**config.mk**
```make
export PLATFORM = sky130hd
export DESIGN_NAME = dmem_ctrl_flat
export DESIGN_NICKNAME = d
export VERILOG_FILES = /design/src/rtl/dmem_ctrl_if.sv /design/src/rtl/dmem_ctrl.sv /design/src/flat_wrapper.sv
export SDC_FILE = /design/constraint.sdc
export NUM_CORES = 2
export LEC_CHECK = 0
export ABC_AREA = 1
export CAP_MARGIN = 30
export CORE_UTILIZATION = 55
export DETAILED_ROUTE_END_ITERATION = 12
export PLACE_DENSITY = 0.74
export SETUP_SLACK_MARGIN = 0.2
export SYNTH_ARGS = -nofsm -noshare
export SYNTH_HDL_FRONTEND = slang
export SYNTH_SLANG_ARGS = --single-unit
```
**constraint.sdc**
```tcl
create_clock -name clk -period 10.1 [get_ports clk]
set_input_delay 2.525 -clock clk [delete_from_list [all_inputs] [get_ports clk]]
set_output_delay 2.525 -clock clk [all_outputs]
set_load 0.01 [all_outputs]
```
**src/rtl/dmem_ctrl_if.sv**
```systemverilog
// Request/response bus for the RV32 data memory.
// master: core side (drives req_*, rsp_ready); slave: dmem_ctrl.
interface dmem_ctrl_if #(
    parameter int ADDR_W = 32
);
    logic              req_valid;
    logic              req_ready;
    logic              req_we;
    logic [2:0]        req_funct3;
    logic [ADDR_W-1:0] req_addr;
    logic [31:0]       req_wdata;
    logic              rsp_valid;
    logic              rsp_ready;
    logic [31:0]       rsp_rdata;
    logic              rsp_err;

    modport master (
        output req_valid, req_we, req_funct3,
        output req_addr, req_wdata, rsp_ready,
        input  req_ready, rsp_valid, rsp_rdata, rsp_err
    );

    modport slave (
        input  req_valid, req_we, req_funct3,
        input  req_addr, req_wdata, rsp_ready,
        output req_ready, rsp_valid, rsp_rdata, rsp_err
    );
endinterface

```
**src/rtl/dmem_ctrl.sv**
```systemverilog
// Handshaked RV32 data memory: B/H/W access, alignment checks, wait states,
// and a post-reset clear sequencer. Optional range check: DMEM_BOUNDS_CHECK_EN.
// Ports: clk, reset_n (async, active-low), bus (dmem_ctrl_if.slave:
// req_valid/ready/we/funct3/addr/wdata, rsp_valid/ready/rdata/err), init_done.
module dmem_ctrl #(
    parameter int DEPTH       = 64,
    parameter int WAIT_STATES = 0,
    parameter int ADDR_W      = 32
) (
    input  logic        clk,
    input  logic        reset_n,
    dmem_ctrl_if.slave  bus,
    output logic        init_done
);
    localparam int IW = $clog2(DEPTH);

    typedef enum logic [1:0] {
        S_INIT, S_IDLE, S_BUSY, S_RESP
    } state_t;

    state_t state, state_nx;

    logic [IW-1:0]     ptr;
    logic [3:0]        cnt;
    logic              we_q;
    logic [2:0]        f3_q;
    logic [ADDR_W-1:0] addr_q;
    logic [31:0]       wdata_q;
    logic [31:0]       rdata_q;
    logic              err_q;
    logic [31:0]       mem [DEPTH];

    logic [IW-1:0] widx;
    logic [1:0]    lane;
    logic          acc;
    logic          hi;
    logic          oob;
    logic          bad_f3;
    logic          mis;
    logic          err;
    logic [31:0]   word;
    logic [7:0]    bsel;
    logic [15:0]   hsel;
    logic [31:0]   ext;
    logic [31:0]   rd_val;
    logic [3:0]    be;
    logic [31:0]   wd;
    logic          wr_en;

`ifndef DMEM_BOUNDS_CHECK_EN
    logic range_unused;
    assign range_unused = hi;
`endif

    always_comb begin
        widx   = addr_q[IW+1:2];
        lane   = addr_q[1:0];
        acc    = (state == S_BUSY) && (cnt == 4'd0);
        hi     = |(addr_q >> (IW + 2));
`ifdef DMEM_BOUNDS_CHECK_EN
        oob    = hi;
`else
        oob    = 1'b0;
`endif
        bad_f3 = (f3_q == 3'b011) || (f3_q[2:1] == 2'b11)
              || ((f3_q == 3'b101) && we_q);
        mis    = ((f3_q[1:0] == 2'b01) && lane[0])
              || ((f3_q[1:0] == 2'b10) && (lane != 2'b00));
        err    = bad_f3 || mis || oob;
    end

    // Read extraction and sign/zero extension
    always_comb begin
        word = mem[widx];
        bsel = word[{lane, 3'b000} +: 8];
        hsel = lane[1] ? word[31:16] : word[15:0];
        ext  = '0;
        unique case (f3_q)
            3'b000:  ext = {{24{bsel[7]}}, bsel};
            3'b001:  ext = {{16{hsel[15]}}, hsel};
            3'b010:  ext = word;
            3'b100:  ext = {24'b0, bsel};
            3'b101:  ext = {16'b0, hsel};
            default: ext = '0;
        endcase
        rd_val = (err || we_q) ? 32'b0 : ext;
    end

    // Store data replicated across lanes; byte enables pick the target
    always_comb begin
        be = 4'b0000;
        wd = wdata_q;
        unique case (f3_q[1:0])
            2'b00: begin
                be = 4'b0001 << lane;
                wd = {4{wdata_q[7:0]}};
            end
            2'b01: begin
                be = lane[1] ? 4'b1100 : 4'b0011;
                wd = {2{wdata_q[15:0]}};
            end
            2'b10:   be = 4'b1111;
            default: be = 4'b0000;
        endcase
        // reset_n gate blocks a store whose access edge meets reset
        wr_en = acc && we_q && !err && reset_n;
    end

    always_ff @(posedge clk) begin
        if (state == S_INIT) begin
            mem[ptr] <= '0;
        end else if (wr_en) begin
            for (int b = 0; b < 4; b++) begin
                if (be[b]) mem[widx][8*b +: 8] <= wd[8*b +: 8];
            end
        end
    end

    always_ff @(posedge clk or negedge reset_n) begin
        if (!reset_n) state <= S_INIT;
        else          state <= state_nx;
    end

    always_comb begin
        state_nx      = state;
        bus.req_ready = 1'b0;
        bus.rsp_valid = 1'b0;
        unique case (state)
            S_INIT: begin
                if (ptr == IW'(DEPTH - 1)) state_nx = S_IDLE;
            end
            S_IDLE: begin
                bus.req_ready = 1'b1;
                if (bus.req_valid) state_nx = S_BUSY;
            end
            S_BUSY: begin
                if (cnt == 4'd0) state_nx = S_RESP;
            end
            S_RESP: begin
                bus.rsp_valid = 1'b1;
                if (bus.rsp_ready) state_nx = S_IDLE;
            end
            default: state_nx = S_INIT;
        endcase
    end

    always_ff @(posedge clk or negedge reset_n) begin
        if (!reset_n) begin
            ptr       <= '0;
            cnt       <= '0;
            we_q      <= 1'b0;
            f3_q      <= '0;
            addr_q    <= '0;
            wdata_q   <= '0;
            rdata_q   <= '0;
            err_q     <= 1'b0;
            init_done <= 1'b0;
        end else begin
            unique case (state)
                S_INIT: begin
                    ptr <= ptr + 1'b1;
                    if (ptr == IW'(DEPTH - 1)) init_done <= 1'b1;
                end
                S_IDLE: begin
                    if (bus.req_valid) begin
                        we_q    <= bus.req_we;
                        f3_q    <= bus.req_funct3;
                        addr_q  <= bus.req_addr;
                        wdata_q <= bus.req_wdata;
                        cnt     <= 4'(WAIT_STATES);
                    end
                end
                S_BUSY: begin
                    if (cnt != 4'd0) begin
                        cnt <= cnt - 4'd1;
                    end else begin
                        rdata_q <= rd_val;
                        err_q   <= err;
                    end
                end
                default: ;
            endcase
        end
    end

    assign bus.rsp_rdata = rdata_q;
    assign bus.rsp_err   = err_q;
endmodule

```
**src/flat_wrapper.sv**
```systemverilog
// flat-port wrapper written by rule: the top's interface ports become plain ports
module dmem_ctrl_flat 
#(
    parameter int DEPTH       = 64,
    parameter int WAIT_STATES = 0,
    parameter int ADDR_W      = 32
)
  (clk, reset_n, init_done, bus_req_valid, bus_req_we, bus_req_funct3, bus_req_addr, bus_req_wdata, bus_rsp_ready, bus_req_ready, bus_rsp_valid, bus_rsp_rdata, bus_rsp_err);
  dmem_ctrl_if #(.ADDR_W(ADDR_W)) bus_i ();
  input  logic clk;
  input  logic reset_n;
  output logic init_done;
  input wire logic [$bits(bus_i.req_valid)-1:0] bus_req_valid;
  input wire logic [$bits(bus_i.req_we)-1:0] bus_req_we;
  input wire logic [$bits(bus_i.req_funct3)-1:0] bus_req_funct3;
  input wire logic [$bits(bus_i.req_addr)-1:0] bus_req_addr;
  input wire logic [$bits(bus_i.req_wdata)-1:0] bus_req_wdata;
  input wire logic [$bits(bus_i.rsp_ready)-1:0] bus_rsp_ready;
  output wire logic [$bits(bus_i.req_ready)-1:0] bus_req_ready;
  output wire logic [$bits(bus_i.rsp_valid)-1:0] bus_rsp_valid;
  output wire logic [$bits(bus_i.rsp_rdata)-1:0] bus_rsp_rdata;
  output wire logic [$bits(bus_i.rsp_err)-1:0] bus_rsp_err;
  assign bus_i.req_valid = bus_req_valid;
  assign bus_i.req_we = bus_req_we;
  assign bus_i.req_funct3 = bus_req_funct3;
  assign bus_i.req_addr = bus_req_addr;
  assign bus_i.req_wdata = bus_req_wdata;
  assign bus_i.rsp_ready = bus_rsp_ready;
  assign bus_req_ready = bus_i.req_ready;
  assign bus_rsp_valid = bus_i.rsp_valid;
  assign bus_rsp_rdata = bus_i.rsp_rdata;
  assign bus_rsp_err = bus_i.rsp_err;
  dmem_ctrl #(.DEPTH(DEPTH), .WAIT_STATES(WAIT_STATES), .ADDR_W(ADDR_W)) u_core (.clk(clk), .reset_n(reset_n), .bus(bus_i), .init_done(init_done));
endmodule
```
==> flow_summary.json <==
{
  "grt_setup_unrepaired": "no",
  "whs_ns": 0.485,
  "status": "complete, no violations",
  "p_leak_nw": 33.8,
  "worstSetupStartpointType": "primary input",
  "start_util_pct": 55.4,
  "p_clk_share_pct": 29.0,
  "h-tree-depth": 4,
  "hold_path_depth": 2,
  "async_reset_ff_share_pct": 4.21,
  "synth-main-ff-cell": "edfxtp_1",
  "power_density_mw_per_mm2": 273,
  "routed_wl_microns": 245000,
  "ctsResizeCount": 0,
  "drc": 0,
  "clock_latency_ns": 0.85,
  "finalMaxSlewViolations": 0,
  "fin_crit_sh_pct": 58.2,
  "hold_viol_final": 0,
  "fin_setup_tns_ns": 0,
  "ys_types": 37,
  "synth.top_cell.area_share_pct": 70.2,
  "vias": 59575,
  "grt_pass1_wl_microns": 359000,
  "synth-seq-area-share_pct": 72.8,
  "antenna_found_initial": 15,
  "die_h_microns": 401,
  "synthCells": 7535,
  "switching_power_w": 0.00990,
  "postCtsHoldBufs": 0,
  "synth_common_cells": "nand2_1, edfxtp_1, nand3_1",
  "drt_first_iter_violations": 9584,
  "num-fill-cells": 11903,
  "syn-num-nets": 7615,
  "syn_to_final_growth_pct": 10.4,
  "fmaxAchievable_mhz": 170,
  "fp-row-count": 146,
  "vdd.ir_drop.worst_uv": 257,
  "report.final.setup_viol": 0,
  "avgViaCountPerCell": 6.16,
  "port_buffers": 83,
  "clock_skew_ns": 0.0353,
  "tightest_slew_ns": 1.12,
  "syn_area_sq_mm": 0.0876,
  "worstPathRequired_ns": 10.56,
  "cts_buffers": 202,
  "grt_overflow_total": 0,
  "wl_per_cell_microns": 25.4,
  "synth_most_common_cell": "nand2_1",
  "worstSetupPathType": "primary input to register",
  "antenna_left": 0,
  "nets": 7492,
  "drv_cap": 0,
  "seq_power_share_pct": 38.3,
  "grt_start_max_net_pins": 215,
  "swShare_pct": 37.5,
  "die_w_microns": 401,
  "drtPass1Iterations": 13,
  "end_kind": "register",
  "cts_sinks": 2138,
  "finalCriticalPeriod_ns": 5.88,
  "core_sq_mm": 0.158,
  "cts_tree": "yes",
  "layout-drive-gt1-share_pct": 6.51,
  "p_int_w": 0.0165,
  "clkTransAtPathRegs_ns": 0.06,
  "ys.warnings.count": 0,
  "gp_routability_congestion": 0.974,
  "post-cts-setup-buffer-count": 0,
  "hold_path_class": "register to register",
  "first_global_vias": 55876,
  "ys_ff_latch": 2138,
  "total_power_w": 0.0264,
  "crit_fanout": 37,
  "synth_edf_count": 2048,
  "worst-r2r-cell-count": 12,
  "synthTopCellsByArea": "edfxtp_1, nand3_1, nand2_1",
  "clk_path_buf_depth": 3,
  "die_area_sq_mm": 0.161,
  "cts_root_buffer": "clkbuf_16",
  "slew-limit-headroom_pct": 25.0,
  "avgSynthCellArea_sq_um": 11.6,
  "dp_hpwl_microns": 140000,
  "synth_area_leader_cell": "edfxtp_1",
  "comb_power_share_pct": 32.7,
  "io_pins": 108,
  "track_usage_pct": 30.2,
  "arrival_ns": 6.34
}
power groups by stage:
stage	Sequential, W	Clock, W	Combinational (W)
floorplan	0.0102	0	0.00559
global placement	0.0103	0	0.00817
detailed placement	0.0103	0	0.00832
CTS	0.0101	0.00770	0.00839
global route	0.0101	0.00802	0.00927
finish	0.0101	0.00767	0.00865
metal layers:
layer | track usage [%] | up-vias | share of wire (%)
met5 | 0.327 | - | 0.089
met4 | 17.1 | 24 | 6.1
met3 | 8.79 | 682 | 12
met2 | 45.0 | 3894 | 45
met1 | 39.7 | 28587 | 36
li1 | - | 26388 | -
placed cells by master, fill, tap and decap left out, drive strengths merged, types with 2 or more instances in the layout:
master,synthesis,final
buf,271,88
clkinvlp,0,3
xor2,5,5
nor2,551,551
edfxtp,2048,2048
inv,111,117
o211ai,2,2
ha,8,8
clkinv,4,75
a211oi,7,7
nand2,2082,2082
bufinv,0,21
nand3,1587,1587
diode,0,11
mux2,25,25
a31oi,2,2
a21oi,126,126
o21ai,260,260
o31ai,13,13
dfrtp,90,90
clkdlybuf4s50,0,82
clkbuf,226,275
nor3,15,15
o22ai,97,97
flip-flops by register name, indices dropped and copies added (netlist names):
register	flops
u_core.bus.rsp_err	1
u_core.addr_q	8
u_core.bus.rsp_rdata	32
u_core.state	2
u_core.ptr	6
u_core.init_done	1
u_core.f3_q	3
u_core.we_q	1
u_core.wdata_q	32
u_core.cnt	4
u_core.mem	2048
cells by family after synthesis:
| group | after synthesis | synth area share, % |
|---|---|---|
| and+or+nand+nor | 4238 | 20.7 |
| DFF | 2138 | 72.8 |
| buffers and inverters | 612 | 2.94 |
| AOI/OAI and AO/OA | 509 | 3.14 |
| muxes | 25 | 0.321 |
| adders and majority gates | 8 | 0.114 |
| xor gates and xnor gates | 5 | 0.0500 |
metrics by stage:
step | setup slack (ns) | cells | util [%] | cell area (sq um)
floorplan | 3.56 | 7535 | - | 87600
global placement | 3.70 | 9279 | 56.9 | 90000
detailed placement | 3.64 | 9280 | 56.9 | 90000
CTS | 4.51 | 9656 | 61.1 | 96700
global route | 4.23 | 9658 | 61.1 | 96700
finish | 4.22 | 9667 | 61.2 | 96800
cell type report:
class	instances	area [sq um]	share of cell area, %
sequential	2138	63800	65.9
multi-input combinational	4785	21600	22.3
clock buffer	275	5650	5.84
tap	2072	2590	2.68
timing repair buffer	170	1660	1.72
clock inverter	101	1040	1.08
inverter	115	459	0.475
antenna	11	27.5	0.0284
critical path: stages:
cell     delay (ns)
buf_4          0.42
nand2_1        0.10
nor2_1         0.29
nand3_4        0.35
o21ai_1        0.41
nand2_1        0.18
nor2_2         0.35
nand2_1        0.77
nor2_1         0.91
path summary, 6_finish.rpt:
kind                                       endpoint                     start  slack [ns]
max                               u_core.mem[49][3]                   reset_n        4.22
min                        u_core.bus.rsp_rdata[23]  u_core.bus.rsp_rdata[23]        0.49
max reg2reg                       u_core.mem[49][3]            u_core.f3_q[1]        4.80
min reg2reg                u_core.bus.rsp_rdata[23]  u_core.bus.rsp_rdata[23]        0.49
max in group asynchronous          u_core.addr_q[5]                   reset_n        7.17
min in group asynchronous           u_core.state[0]                   reset_n        1.66
Power figures use the tool's default switching activity.
